### src/rtl/efuse_pkg.sv
// Types and constants shared by the eFuse read sequencer and the program-side AEN logic.
package efuse_pkg;

    localparam int TCNT_W = 10;

    typedef enum logic [2:0] {
        ST_IDLE   = 3'd0,
        ST_SETUP  = 3'd1,
        ST_STROBE = 3'd2,
        ST_HOLD   = 3'd3,
        ST_OUTPUT = 3'd4,
        ST_DONE   = 3'd5
    } efuse_state_e;

    // A programmed length of 0 still yields a one-cycle phase, so the terminal count is max(t,1)-1.
    function automatic logic [TCNT_W-1:0] phase_last(input logic [TCNT_W-1:0] t);
        return (t == '0) ? '0 : t - TCNT_W'(1);
    endfunction

endpackage

### src/rtl/efuse_rd_seq_if.sv
// Load/terminal-count handshake between the sequencer FSM and its phase timer.
interface efuse_rd_seq_if;
    import efuse_pkg::*;

    logic              load;
    logic [TCNT_W-1:0] len;
    logic              last;

    modport master (output load, output len, input last);
    modport slave  (input load, input len, output last);

endinterface

### src/rtl/efuse_phase_timer.sv
// Phase timer: loads a terminal count on every phase entry, counts up and flags the phase's last cycle.
module efuse_phase_timer
    import efuse_pkg::*;
(
    input  logic          clk,
    input  logic          rst,
    efuse_rd_seq_if.slave tmr_if
);

    logic [TCNT_W-1:0] cnt_q, cnt_d;
    logic [TCNT_W-1:0] len_q, len_d;

    always_comb begin
        cnt_d = cnt_q + TCNT_W'(1);
        len_d = len_q;
        if (tmr_if.load) begin
            cnt_d = '0;
            len_d = tmr_if.len;
        end else if (cnt_q == len_q) begin
            // Park on the terminal count while the FSM waits in an untimed state.
            cnt_d = cnt_q;
        end
    end

    always_ff @(posedge clk) begin
        if (rst) begin
            cnt_q <= '0;
            len_q <= '0;
        end else begin
            cnt_q <= cnt_d;
            len_q <= len_d;
        end
    end

    assign tmr_if.last = (cnt_q == len_q);

endmodule

### src/rtl/efuse_rd_seq.sv
// eFuse read sequencer: SETUP/STROBE/HOLD timing per word, ready/valid output, address wrap.
// Optional abort input enabled by defining EFUSE_RD_ABORT_EN.
module efuse_rd_seq
    import efuse_pkg::*;
#(
    parameter int AW = 8,
    parameter int DW = 8
) (
    input  logic          clk,
    input  logic          rst,
    input  logic          rg_efuse_rd_start,
`ifdef EFUSE_RD_ABORT_EN
    input  logic          rg_efuse_rd_abort,
`endif
    input  logic [AW-1:0] rg_efuse_rd_addr,
    input  logic [AW-1:0] rg_efuse_rd_len,
    input  logic [3:0]    rg_efuse_tsu,
    input  logic [9:0]    rg_efuse_trd,
    input  logic [3:0]    rg_efuse_thd,
    output logic          efuse_rden,
    output logic          efuse_aen,
    output logic [AW-1:0] efuse_addr,
    input  logic [DW-1:0] efuse_dout,
    output logic [DW-1:0] rd_data,
    output logic          rd_valid,
    input  logic          rd_ready,
    output logic          rd_busy,
    output logic          rd_done
);

    efuse_state_e      state_q, state_d;
    logic [AW-1:0]     addr_q, addr_d;
    logic [AW-1:0]     words_q, words_d;
    logic [DW-1:0]     rd_data_q, rd_data_d;
    logic [TCNT_W-1:0] tmr_len;
`ifdef EFUSE_RD_ABORT_EN
    logic              abort_q, abort_d;
`endif

    efuse_rd_seq_if tmr_if ();

    efuse_phase_timer u_timer (
        .clk    (clk),
        .rst    (rst),
        .tmr_if (tmr_if)
    );

    // Timing registers are sampled as the phase is entered, so mid-phase writes take effect next phase.
    always_comb begin
        case (state_d)
            ST_SETUP:  tmr_len = phase_last(TCNT_W'(rg_efuse_tsu));
            ST_STROBE: tmr_len = phase_last(rg_efuse_trd);
            ST_HOLD:   tmr_len = phase_last(TCNT_W'(rg_efuse_thd));
            default:   tmr_len = '0;
        endcase
    end

    assign tmr_if.load = (state_d != state_q);
    assign tmr_if.len  = tmr_len;

    always_comb begin
        state_d   = state_q;
        addr_d    = addr_q;
        words_d   = words_q;
        rd_data_d = rd_data_q;
`ifdef EFUSE_RD_ABORT_EN
        abort_d   = abort_q;
`endif
        case (state_q)
            ST_IDLE: begin
                if (rg_efuse_rd_start) begin
                    addr_d  = rg_efuse_rd_addr;
                    words_d = rg_efuse_rd_len;
                    state_d = ST_SETUP;
                end
            end
            ST_SETUP: begin
                if (tmr_if.last) state_d = ST_STROBE;
`ifdef EFUSE_RD_ABORT_EN
                if (rg_efuse_rd_abort) state_d = ST_DONE;
`endif
            end
            ST_STROBE: begin
                if (tmr_if.last) begin
                    rd_data_d = efuse_dout;
                    state_d   = ST_HOLD;
                end
`ifdef EFUSE_RD_ABORT_EN
                if (rg_efuse_rd_abort) abort_d = 1'b1;
`endif
            end
            ST_HOLD: begin
                if (tmr_if.last) begin
                    state_d = ST_OUTPUT;
`ifdef EFUSE_RD_ABORT_EN
                    // A strobe already started is finished cleanly; the word is then dropped.
                    if (abort_q || rg_efuse_rd_abort) state_d = ST_DONE;
`endif
                end
`ifdef EFUSE_RD_ABORT_EN
                if (rg_efuse_rd_abort) abort_d = 1'b1;
`endif
            end
            ST_OUTPUT: begin
                if (rd_ready) begin
                    if (words_q == '0) begin
                        state_d = ST_DONE;
                    end else begin
                        addr_d  = addr_q + AW'(1);
                        words_d = words_q - AW'(1);
                        state_d = ST_SETUP;
                    end
                end
`ifdef EFUSE_RD_ABORT_EN
                if (rg_efuse_rd_abort) state_d = ST_DONE;
`endif
            end
            ST_DONE: begin
                state_d = ST_IDLE;
`ifdef EFUSE_RD_ABORT_EN
                abort_d = 1'b0;
`endif
            end
            default: state_d = ST_IDLE;
        endcase
    end

    always_ff @(posedge clk) begin
        if (rst) begin
            state_q   <= ST_IDLE;
            addr_q    <= '0;
            words_q   <= '0;
            rd_data_q <= '0;
`ifdef EFUSE_RD_ABORT_EN
            abort_q   <= 1'b0;
`endif
        end else begin
            state_q   <= state_d;
            addr_q    <= addr_d;
            words_q   <= words_d;
            rd_data_q <= rd_data_d;
`ifdef EFUSE_RD_ABORT_EN
            abort_q   <= abort_d;
`endif
        end
    end

    assign efuse_rden = (state_q == ST_SETUP) || (state_q == ST_STROBE) ||
                        (state_q == ST_HOLD)  || (state_q == ST_OUTPUT);
    assign efuse_aen  = (state_q == ST_STROBE);
    assign efuse_addr = addr_q;
    assign rd_data    = rd_data_q;
    assign rd_valid   = (state_q == ST_OUTPUT);
    assign rd_busy    = (state_q != ST_IDLE);
    assign rd_done    = (state_q == ST_DONE);

endmodule

### config.mk
export PLATFORM = sky130hd
export DESIGN_NAME = efuse_rd_seq
export DESIGN_NICKNAME = d
export VERILOG_FILES = /design/src/rtl/efuse_pkg.sv /design/src/rtl/efuse_rd_seq_if.sv /design/src/rtl/efuse_phase_timer.sv /design/src/rtl/efuse_rd_seq.sv
export SDC_FILE = /design/constraint.sdc
export NUM_CORES = 1
export LEC_CHECK = 0
export ABC_AREA = 1
export ABC_CLOCK_PERIOD_IN_PS = 2100
export CAP_MARGIN = 20
export CORE_MARGIN = 2
export CORE_UTILIZATION = 45
export DETAILED_ROUTE_END_ITERATION = 6
export PLACE_DENSITY = 0.73
export SLEW_MARGIN = 5
export SYNTH_ARGS = -nofsm -noshare
export SYNTH_HDL_FRONTEND = slang
export SYNTH_SLANG_ARGS = --single-unit
### constraint.sdc
create_clock -name clk -period 2.1 [get_ports clk]
set_input_delay 0.21 -clock clk [delete_from_list [all_inputs] [get_ports clk]]
set_output_delay 0.21 -clock clk [all_outputs]
set_load 0.02 [all_outputs]
==> results.py, run 1 <==
metrics = {
    "cells_and_area": {
        "layout-drive-gt1-share_pct": 10.1,
        "nets": 567,
        "stdcell_count": 594,
        "synthToLayoutAreaGrowth_pct": 30.0,
        "n_antenna_cell": 0,
        "final_area_um2": 3780,
    },
    "worst_setup_path": {
        "path_cells": "nor2_2, nand2_2, inv_2, clkdlybuf4s50_1",
        "critical_path.max_stage_delay_ns": 0.60,
        "slowest_stage": "clkdlybuf4s50_1",
        "timing.rr.start": "u_timer.cnt_q[0]",
        "crit_arrival_ns": 1.74,
        "cp-end-kind": "output port",
        "r2r_end": "u_timer.len_q[0]",
        "ff2ff_setup_slack_ns": 0.25,
        "path_class": "flip-flop to output port",
        "required_ns": 1.89,
        "critical_path.max_fanout": 6,
        "worstSetupStartpointType": "flip-flop",
        "ff2ff_path_depth": 15,
    },
    "sta": {
        "finalCriticalPeriod_ns": 1.95,
        "rsz0062_at_grt": "true",
        "worst_slew_pin_slew_ns": 0.491,
        "setup_viol": 0,
        "fmax_ghz": 0.513,
        "setup_tns_ns": 0,
        "skew_ns": 0.0103,
        "final_max_slew_viol_count": 0,
        "hold_viol_final": 0,
        "slew_headroom_pct": 67.0,
        "hold_ws_ns": 0.451,
        "fin_crit_sh_pct": 92.9,
    },
    "hold_path": {
        "min_to": "rd_data[6]",
        "holdPathStages": 3,
        "holdCritPathClass": "primary input to flip-flop",
        "hp-start": "efuse_dout[6]",
    },
    "routing": {
        "drt_pass1_iterations": 4,
        "drc_errors": 0,
        "vias": 2960,
        "drt_iter0_drc": 108,
        "wl_per_cell_um": 11.4,
        "drt-vias-per-instance": 4.98,
        "drt_wl_total_um": 6780,
        "antenna_left": 0,
    },
    "outcome": {
        "status": "completed",
    },
    "clocking": {
        "clk_pin_slew_ns": 0.09,
        "postCtsSetupRepairBufs": 0,
        "ctsHoldBuffers": 0,
        "cts_tree": "yes",
        "cts_buffer_depth": 2,
        "root_buffer": "clkbuf_8",
        "clkLatencyLatePin_ns": 0.31,
        "cts-htree-levels": 2,
        "cts_buffers": 5,
        "cts.sinks": 47,
    },
    "die": {
        "dieWidth_um": 84.4,
        "rows": 29,
        "core_um2": 6310,
        "initial_utilization_pct": 46.0,
        "io_pins": 67,
        "design.die.area_um2": 7120,
        "fp.dieH_um": 84.4,
    },
    "run": {
        "maxCapViolCount": 0,
    },
    "placed_design": {
        "hpwl_um": 5240,
        "routabilityCongestion": 0.882,
        "portBuffers": 66,
        "dpl-instance-area_um2": 3660,
        "dpl.cell_count": 586,
    },
    "yosys": {
        "synth.distinct_cells": 36,
        "netlist_area_um2": 2910,
        "ys_warn_count": 0,
        "synth_cells": 445,
        "synth-seq-cells": 47,
        "synth.avg_cell_area_um2": 6.53,
        "yosysSeqAreaShare_pct": 32.4,
        "synth_nets": 496,
    },
    "grt": {
        "antenna_found_initial": 0,
        "grt.overflow.total": 0,
        "grt_pass1_wl_um": 11600,
        "grt_pass1_vias": 2724,
        "gr-usage-all-layers_pct": 19.7,
        "grt_max_degree": 22,
    },
    "power_and_ir_drop": {
        "p_per_area_nw_per_um2": 1120,
        "power.leakage_uw": 0.00161,
        "ir_worst_vdd_mv": 0.481,
    },
}
[cells by family after synthesis]
| kind of cell | after synthesis | synth area share [%] |
|---|---|---|
| XOR/XNOR | 18 | 5.42 |
| AO/OA/AOI/OAI | 64 | 12.3 |
| adder cells (fa/ha/maj) | 5 | 2.15 |
| AND/OR/NAND/NOR | 245 | 38.1 |
| multiplexers | 1 | 0.387 |
| buffers and inverters | 65 | 9.26 |
| flip-flops | 47 | 32.4 |
[worst max-delay path: cells and delay by family, from the launching register on]
kind,cells,cell delay (ns)
flops,1,0.40
buf+inv,2,0.71
simple gates,2,0.32
[layer usage]
| layer | global-route usage [%] | vias to the layer above | routed length (um) |
|---|---|---|---|
| li1 | - | 1601 | - |
| met1 | 24.6 | 1273 | 3230 |
| met2 | 33.4 | 77 | 3030 |
| met3 | 3.83 | 9 | 390 |
| met4 | 7.79 | 0 | 135 |
| met5 | 0 | - | 0 |
[layout make-up]
cell class	count	area, um2
clock buffers	5	68.8
clock inverters	3	20.0
fillers	609	2530
inverters	54	205
multi-input cells	333	1710
flip-flops and latches	47	943
well taps	77	96.3
repair buffers	75	733
[cell usage after synthesis, drive strengths merged]
library cell | count | area, um2
o21ai | 21 | 105
buf | 5 | 43.8
inv | 54 | 203
xor2 | 9 | 78.8
nor4 | 1 | 6.26
nor3 | 11 | 60.1
or2 | 3 | 18.8
nand3b | 1 | 7.51
a311oi | 1 | 8.76
o211ai | 2 | 15.0
mux2 | 1 | 11.3
a31oi | 7 | 43.8
clkbuf | 6 | 22.5
nor3b | 1 | 12.5
ha | 5 | 62.6
a21oi | 26 | 130
a21boi | 1 | 7.51
xnor2 | 9 | 78.8
o221ai | 1 | 8.76
nand3 | 36 | 200
dfxtp | 47 | 941
nand4 | 15 | 93.8
a211oi | 3 | 22.5
nor2 | 53 | 226
a22oi | 2 | 15.0
nand2 | 124 | 483
[state kept, by name, summed over array words and instances (netlist names)]
signal	flops
u_timer.cnt_q	10
u_timer.len_q	10
efuse_addr	8
rd_data	8
words_q	8
state_q	3
[cells in the final DEF, fill, tap and decap left out, types with 7 or more instances in the layout]
cell type,instances
dfxtp_1,45
a21oi_1,26
buf_4,9
nor2_1,47
a31oi_1,7
xnor2_1,9
o21ai_0,20
nand4_1,15
nor3_1,10
nand3_1,32
xor2_1,9
inv_2,12
inv_1,41
clkdlybuf4s50_1,64
nand2_1,119
[what timing repair did]
item,4_1_cts,5_1_grt
setup endpoints to repair,0,9
resized for setup,0,8
hold endpoints to repair,0,0
[stage by stage]
stage | power (uW) | setup WS [ns] | utilization (%)
2_1_floorplan | 3040 | 0.449 | -
5_1_grt | 4620 | -0.00221 | 59.9
3_5_place_dp | 3650 | 0.0906 | 58.0
3_3_place_gp | 3600 | 0.185 | 58.0
6_report | 4220 | 0.149 | 59.9
4_1_cts | 4210 | 0.0465 | 59.5
[worst max path at each step]
| stage | startpoint | slack [ns] | endpoint |
|---|---|---|---|
| after floorplan | state_q[1] | 0.45 | u_timer.cnt_q[2] |
| after global placement | rg_efuse_trd[0] | 0.19 | u_timer.len_q[1] |
| after detailed placement | rg_efuse_trd[0] | 0.09 | u_timer.len_q[0] |
| after CTS | state_q[1] | 0.05 | efuse_rden |
| after global routing | u_timer.cnt_q[1] | -0.002 | u_timer.len_q[4] |
| final | state_q[0] | 0.15 | rd_valid |
[where the power goes]
group	internal, uW	leakage, uW	switching, uW
Combinational	909	0.00118	1520
Clock	232	0.0000402	318
Sequential	1070	0.000384	166
Total	2220	0.00161	2000
No activity file was read; power rests on OpenSTA's default activity.
==> inputs of run 2 (changes only) <==
Settings changed: CORE_MARGIN 2 to 4.
==> run 2 against run 1 <==
Net effect: clock skew down 0.0058 ns; critical endpoint is now efuse_rden; die area up 9.7%; maximum frequency down 1.9%; sequential cell count unchanged; clock power up 17%; clock-buffer cell count up 1.
==> results.py, run 2 (synthesis gave the netlist of run 1 again) <==
metrics = {
    "placed_design": {
        "hpwl_um": 5360,
        "routabilityCongestion": 0.861,
        "dpl-instance-area_um2": 3650,
        "portBuffers": 66,
    },
    "sta": {
        "fin_crit_sh_pct": 94.7,
        "rsz0062_at_grt": "false",
        "setup_viol": 0,
        "hold_viol_final": 0,
        "skew_ns": 0.00450,
        "slew_headroom_pct": 69.9,
        "finalCriticalPeriod_ns": 1.99,
        "final_max_slew_viol_count": 0,
        "setup_tns_ns": 0,
        "fmax_ghz": 0.503,
        "worst_slew_pin_slew_ns": 0.448,
    },
    "clocking": {
        "cts.sinks": 47,
        "cts_buffers": 5,
        "postCtsSetupRepairBufs": 0,
        "cts_buffer_depth": 2,
        "cts_resized": 0,
        "cts_tree": "yes",
        "root_buffer": "clkbuf_8",
        "cts-htree-levels": 2,
        "clk_pin_slew_ns": 0.08,
        "ctsHoldBuffers": 0,
        "clkLatencyLatePin_ns": 0.30,
    },
    "hold_path": {
        "holdCritPathClass": "flip-flop to flip-flop",
    },
    "power_and_ir_drop": {
        "intPower_uw": 2320,
        "combPwrFrac_pct": 56.3,
        "p_switching_uw": 1990,
        "ir_worst_vdd_mv": 0.574,
        "clkPwrFrac_pct": 14.9,
        "total_power_uw": 4300,
        "switching_share_pct": 46.2,
        "p_per_area_nw_per_um2": 1140,
        "power.leakage_uw": 0.00158,
        "pwr-share-seq_pct": 28.8,
    },
    "die": {
        "design.die.area_um2": 7810,
        "dieWidth_um": 88.4,
        "initial_utilization_pct": 46.0,
        "rows": 29,
        "io_pins": 67,
        "fp.dieH_um": 88.4,
        "core_um2": 6310,
    },
    "cells_and_area": {
        "top_regs": "u_timer.cnt_q x10, u_timer.len_q x10",
        "mostFrequentLayoutCell": "nand2_1",
        "final_area_um2": 3780,
        "synthToLayoutAreaGrowth_pct": 30.0,
        "utilization_pct": 59.8,
        "fillers": 619,
        "final_cell_mix": "nand2_1 (119), clkdlybuf4s50_1 (66), nor2_1 (48), dfxtp_1 (42), inv_1 (41)",
        "nets": 565,
        "layout-drive-gt1-share_pct": 9.73,
        "n_antenna_cell": 0,
    },
    "routing": {
        "drt_pass1_iterations": 4,
        "drt_iter0_drc": 111,
        "wl_per_cell_um": 11.7,
        "vias": 2985,
        "drt-vias-per-instance": 5.05,
        "drc_errors": 0,
        "drt_wl_total_um": 6920,
        "antenna_left": 0,
    },
    "worst_setup_path": {
        "worstSetupStartpointType": "flip-flop",
        "ff2ff_path_depth": 11,
        "cp-end-kind": "output port",
        "path_class": "flip-flop to output port",
        "critical_path.max_fanout": 5,
        "timing.rr.start": "u_timer.cnt_q[7]",
        "startpoint": "state_q[1]",
        "crit_arrival_ns": 1.78,
        "r2r_end": "u_timer.len_q[6]",
        "crit_end": "efuse_rden",
        "required_ns": 1.89,
        "ff2ff_setup_slack_ns": 0.22,
    },
    "grt": {
        "grt_pass1_vias": 2720,
        "gr-usage-all-layers_pct": 18.4,
        "grt_max_degree": 22,
        "grt_pass1_wl_um": 11700,
        "antenna_found_initial": 0,
        "grt.overflow.total": 0,
    },
    "outcome": {
        "status": "completed",
    },
    "run": {
        "maxCapViolCount": 0,
    },
}
==> run 2: cell count changes in the layout (fill, tap and decap cells not counted), moves of 2 or more <==
cell,previous run,this run
buf_4,9,7
clkinvlp_4,2,0
dfxtp_2,2,5
dfxtp_1,45,42
clkdlybuf4s50_1,64,66
dlymetal6s2s_1,2,0
==> run 2: worst min-delay path by stage <==
| stage | from | end | slack (ns) | depth (start not counted) |
|---|---|---|---|---|
| after floorplan | efuse_dout[0] | rd_data[0] | 0.35 | 2 |
| after global placement | rd_data[7] | rd_data[7] | 0.45 | 2 |
| after detailed placement | rd_data[6] | rd_data[6] | 0.45 | 2 |
| after CTS | efuse_dout[3] | rd_data[3] | 0.46 | 3 |
| after global routing | efuse_dout[3] | rd_data[3] | 0.48 | 3 |
| final | rd_data[7] | rd_data[7] | 0.46 | 2 |
==> run 2: per-layer routing <==
layer / track usage, % / share of wire (%) / vias to the layer above
met2: 31.2 / 45 / 75
met4: 5.77 / 1.4 / 0
li1: - / - / 1587
met5: 0 / 0 / -
met3: 3.26 / 5.9 / 9
met1: 23.9 / 47 / 1314
==> run 2: power by group through the flow <==
stage	sequential (uW)	combinational, uW	clock, uW
final	1240	2420	642
after global routing	1270	2720	683
after CTS	1230	2390	654
after detailed placement	1250	2370	0
after global placement	1240	2340	0
after floorplan	1300	1740	0
==> run 2: area by class of cell <==
cell class | count | area (um2) | share of cell area [%]
Inverter | 54 | 203 | 5.37
Sequential cell | 47 | 947 | 25.1
Tap cell | 77 | 96.3 | 2.55
Clock buffer | 6 | 72.6 | 1.92
Timing Repair Buffer | 73 | 713 | 18.9
Clock inverter | 1 | 30.0 | 0.795
Multi-Input combinational cell | 333 | 1720 | 45.4
==> run 2: worst max-delay path, stage by stage, from the launching register on <==
cell,delay (ns)
dfxtp_1,0.40
inv_1,0.12
nor3_4,0.20
nand3b_1,0.16
clkdlybuf4s50_1,0.61
==> run 2: per-stage QoR <==
stage                     hold WS [ns]  cells  setup slack, ns
final                            0.464    591            0.111
after global routing             0.476    591          0.00632
after CTS                        0.463    591           0.0398
after detailed placement         0.455    584            0.105
after global placement           0.451    584            0.188
after floorplan                  0.355    445            0.449
==> RTL change 1: new RTL, config.mk and constraints of run 2 <==
The option `EFUSE_RD_ABORT_EN` is turned on by a define.
--- a/src/rtl/efuse_rd_seq.sv
+++ b/src/rtl/efuse_rd_seq.sv
@@ -1,5 +1,7 @@
 // eFuse read sequencer: SETUP/STROBE/HOLD timing per word, ready/valid output, address wrap.
 // Optional abort input enabled by defining EFUSE_RD_ABORT_EN.
+`define EFUSE_RD_ABORT_EN
+
 module efuse_rd_seq
     import efuse_pkg::*;
 #(
Interface: changed (added rg_efuse_rd_abort); port bits go from 67 to 68. The function was not compared with the original's and may differ.
==> RTL change 1 against run 2 <==
  * Cell area increased by 11%
  * Maximum frequency decreased by 0.98%
  * Largest cell class unchanged
  * Via count increased by 3.6%
  * Sequential cell count increased by 1
  * Final cell count increased by 8.6%
  * Wire length increased by 5.4%
  * Worst setup slack got worse by 0.020 ns
  * Global-route usage decreased by 0.75 points
  * Largest power group unchanged
  * Total power increased by 3.7%
  * Count of clock-buffer cells in the layout unchanged
  * Utilization increased by 1.6 points
  * Highest routed layer unchanged
  * Synthesized area increased by 7.7%
==> RTL change 1: results (changes against run 2) <==
* Nets at 596 (+5.5%)
* Synth area leaders: dfxtp_1 (31%), nand2_1 (12%), nand3_1 (6.9%), inv_1 (5.5%), nor2_1 (4.8%)
* WP data arrival at 1.80 ns (+0.02 ns)
* Met1 Wirelength at 3.50 mm (+6.9%)
* Gr usage total at 17.7% (-0.75 points)
* Skew final at 0.0120 ns (+0.00748 ns)
* Post-synth ARST share at 0% (unchanged)
* Routed Antenna Nets at 0 (unchanged)
* Status: complete, no violations
* Hold-fix buffers at CTS at 0 (unchanged)
* Share of cells above drive strength 1 at 17.6% (+7.9 points)
* Seq/Total Area, Yosys at 30.7% (-1.7 points)
* GR Util met2 at 29.0% (-2.2 points)
* Metal2 WL at 3.35 mm (+6.6%)
* PortBufs at 67 (+1.5%)
* Switch share at 45.8% (-0.42 points)
* Hold/Removal Path Class: input port to flop
* Worst-Margin Slew at 0.396 ns (-0.0521 ns)
* Reported leakage power at 1.80 nW (+13%)
* Syn_nets at 507 (+2.2%)
* Netlist cell types at 39 (+8.3%)
* Most instantiated cells after synthesis: nand2_1 (102), dfxtp_1 (48), inv_1 (46)
* Number of global-route vias before repair at 2,853 (+4.9%)
* First-pass GRT wire length at 12.5 mm (+6.5%)
* Post-place instance area at 3990 sq um (+9.4%)
* Vias post-DR at 3,092 (+3.6%)
* Routed WL at 7.29 mm (+5.4%)
* M3 GR Usage at 4.64% (+1.4 points)
* Metal3 WL at 392 um (-4.4%)
* Met1 usage at 23.1% (-0.80 points)
* Final HPWL DP at 5.65 mm (+5.4%)
* DR iter-0 viols at 99 (-11%)
* VDD IR max at 0.000456 V (-20%)
* GRT overflow at 0 (unchanged)
* Post-Syn Instances at 456 (+2.5%)
-- RTL change 1: changes by cell type after synthesis, sizes merged, moves of 2 or more --
cell and delta:
nand2 -13, nand3 +13, a21oi -11, nor2 +7, or2 +5, a31oi +4
inv +3, nor3 -3, xor2 +3, a22oi -2, nand4 +2, nor4 +2
o211ai -2, o21ai +2
-- RTL change 1: power groups by stage --
stage	Clock, mW	Combinational [mW]	Sequential [mW]
global placement	0	2.40	1.26
CTS	0.582	2.45	1.25
detailed placement	0	2.44	1.27
floorplan	0	1.75	1.31
finish	0.563	2.64	1.26
global route	0.621	2.93	1.28
-- RTL change 1: repair_timing --
action                                  in CTS  in global routing
endpoints found under the hold margin        0                  0
buffers inserted                             0                  8
resized for setup                            0                 10
endpoints found under the setup margin       0                 21
-- RTL change 1: final timing paths --
| path | start | endpoint | slack [ns] | cells past startpoint |
|---|---|---|---|---|
| worst max register to register | u_timer.len_q[0] | u_timer.len_q[2] | 0.14 | 16 |
| worst min register to register | rd_data[3] | rd_data[3] | 0.47 | 2 |
| worst max-delay path | state_q[2] | rd_done | 0.09 | 3 |
| worst min-delay path | efuse_dout[7] | rd_data[7] | 0.45 | 3 |
-- RTL change 1: area by class of cell --
cell class	instances	area (sq um)
Sequential cell	48	968
Multi-Input combinational cell	340	1920
Tap cell	96	120
Inverter	57	214
Timing Repair Buffer	93	866
Clock buffer	6	72.6
Fill cell	614	2620
Clock inverter	2	16.3
-- RTL change 1: cells by family after synthesis --
kind of cell	count (synthesis)	share of synthesized area, %
AO/OA/AOI/OAI	56	10.2
XOR/XNOR	22	6.15
adder cells (fa/ha/maj)	4	1.60
buffers and inverters	69	8.95
flip-flops	48	30.7
AND/OR/NAND/NOR	257	42.4
==> RTL change 2: new RTL, settings of run 2 <==
Without the edit above. Take the reset off `rd_data_q` and load it in a clocked block of its own.
--- a/src/rtl/efuse_rd_seq.sv
+++ b/src/rtl/efuse_rd_seq.sv
@@ -130,7 +130,6 @@
             state_q   <= ST_IDLE;
             addr_q    <= '0;
             words_q   <= '0;
-            rd_data_q <= '0;
 `ifdef EFUSE_RD_ABORT_EN
             abort_q   <= 1'b0;
 `endif
@@ -138,11 +137,14 @@
             state_q   <= state_d;
             addr_q    <= addr_d;
             words_q   <= words_d;
-            rd_data_q <= rd_data_d;
 `ifdef EFUSE_RD_ABORT_EN
             abort_q   <= abort_d;
 `endif
         end
+    end
+
+    always_ff @(posedge clk) begin
+        rd_data_q <= rd_data_d;
     end
 
     assign efuse_rden = (state_q == ST_SETUP) || (state_q == ST_STROBE) ||
Formal check against the unedited RTL: differs if rst is asserted again (counterexample within 4 cycles, from zero or initial values and one cycle with rst high); with rst held inactive, the same outputs for 10 cycles.
==> RTL change 2 against run 2 <==
  * Synthesized cell count shrank 2.5%
  * Cell area rose by 3.3%
  * Final cell count fell by 0.51%
  * Worst setup slack gained 0.021 ns
  * Maximum frequency rose by 1.1%
  * Total power is 4.7% higher
  * Global-route usage is 0.50 points lower
  * Clock power fell by 3%
  * Synthesized area grew 2.8%
  * Non-clock buffer count rose by 7
  * Sequential cell count unchanged
  * Wire length fell by 0.33%
  * Die area rose by 2.6%
  * Critical path type unchanged
  * Largest cell class unchanged
==> RTL change 2: results (changes against run 2) <==
* # placed instances at 580 (-0.68%)
* Gr usage total at 17.9% (-0.50 points)
* Status: complete, no violations
* Skew final at 0.0158 ns (+0.0113 ns)
* Clock net power at 0.623 mW (-3%)
* Share of cells above drive strength 1 at 11.7% (+2.0 points)
* VDD IR max at 0.000683 V (+19%)
* Seq/Total Area, Yosys at 34.2% (+1.8 points)
* Largest net degree at the start of global routing at 16 (-27%)
* Fillers at 602 (-2.7%)
* DR iter-0 viols at 113 (+1.8%)
* Nets at 561 (-0.71%)
* Die span in x at 89.5 um (+1.3%)
* WP data arrival at 1.76 ns (-0.02 ns)
* Relative slew slack at 76.0% (+6.1 points)
* Repair and plain buffers at 80 (+9.6%)
* Multi-input gates at 314 (-5.7%)
* Routed WL at 6.89 mm (-0.33%)
* Post-Syn Instances at 434 (-2.5%)
* Final HPWL DP at 5.56 mm (+3.7%)
* Synth area leaders: dfxtp_1 (26%), nand2_1 (12%), edfxtp_1 (8.0%), nor2_1 (7.7%), inv_1 (7.2%)
* First-pass GRT wire length at 11.5 mm (-1.8%)
* Crit Path Max Fanout at 6 (+1)
* Netlist cell types at 39 (+8.3%)
* Internal at 2.44 mW (+5.2%)
* Syn_nets at 485 (-2.2%)
* GPL Wtd Cong at 0.851 (-1.1%)
* Clock Network Area Fraction at 2.72% (+0.0082 points)
* Hold/Removal Path Class: input port to flop
* Clock slew at reported path FFs at 0.09 ns
* Reported leakage power at 1.71 nW (+7.8%)
-- RTL change 2: metal layers --
metal	wire length [um]	vias up	GRT usage, %
met5	0	-	0
met4	68	0	4.19
met3	338	7	3.78
met2	3270	61	31.2
met1	3220	1337	22.7
li1	-	1565	-
-- RTL change 2: cell families after synthesis --
| logic type | share of synthesized area [%] |
|---|---|
| xor+xnor | 6.45 |
| simple gates | 36.4 |
| fa+ha+maj | 2.09 |
| compound gates | 10.9 |
| flops | 34.2 |
| buf+inv | 10.0 |
-- RTL change 2: timing repair --
item	in CTS	in global routing
gates resized for setup	3	9
endpoints found under the hold margin	0	0
setup endpoints to repair	2	17
pin swaps	0	1
-- RTL change 2: critical path: stages (launching register included) --
cell and delay (ns):
dfxtp_1 0.44, inv_1 0.17, nor3_1 0.19, clkdlybuf4s50_1 0.66
-- RTL change 2: stage by stage --
| stage | setup slack (ns) | power (mW) | utilization [%] |
|---|---|---|---|
| 2_1_floorplan | 0.168 | 3.21 | - |
| 3_3_place_gp | 0.129 | 3.85 | 59.3 |
| 3_5_place_dp | 0.0464 | 3.90 | 59.3 |
| 4_1_cts | 0.0540 | 4.54 | 60.9 |
| 5_1_grt | 0.00788 | 4.90 | 61.1 |
| 6_report | 0.132 | 4.51 | 61.1 |
-- RTL change 2: path summary, 6_finish.rpt --
check / start / end / slack [ns] / depth (start not counted)
worst max-delay path: state_q[2] / rd_done / 0.13 / 3
worst min register to register: u_timer.len_q[0] / u_timer.len_q[0] / 0.47 / 2
worst min-delay path: efuse_dout[2] / rd_data[2] / 0.46 / 1
worst max register to register: u_timer.cnt_q[2] / u_timer.len_q[4] / 0.22 / 13
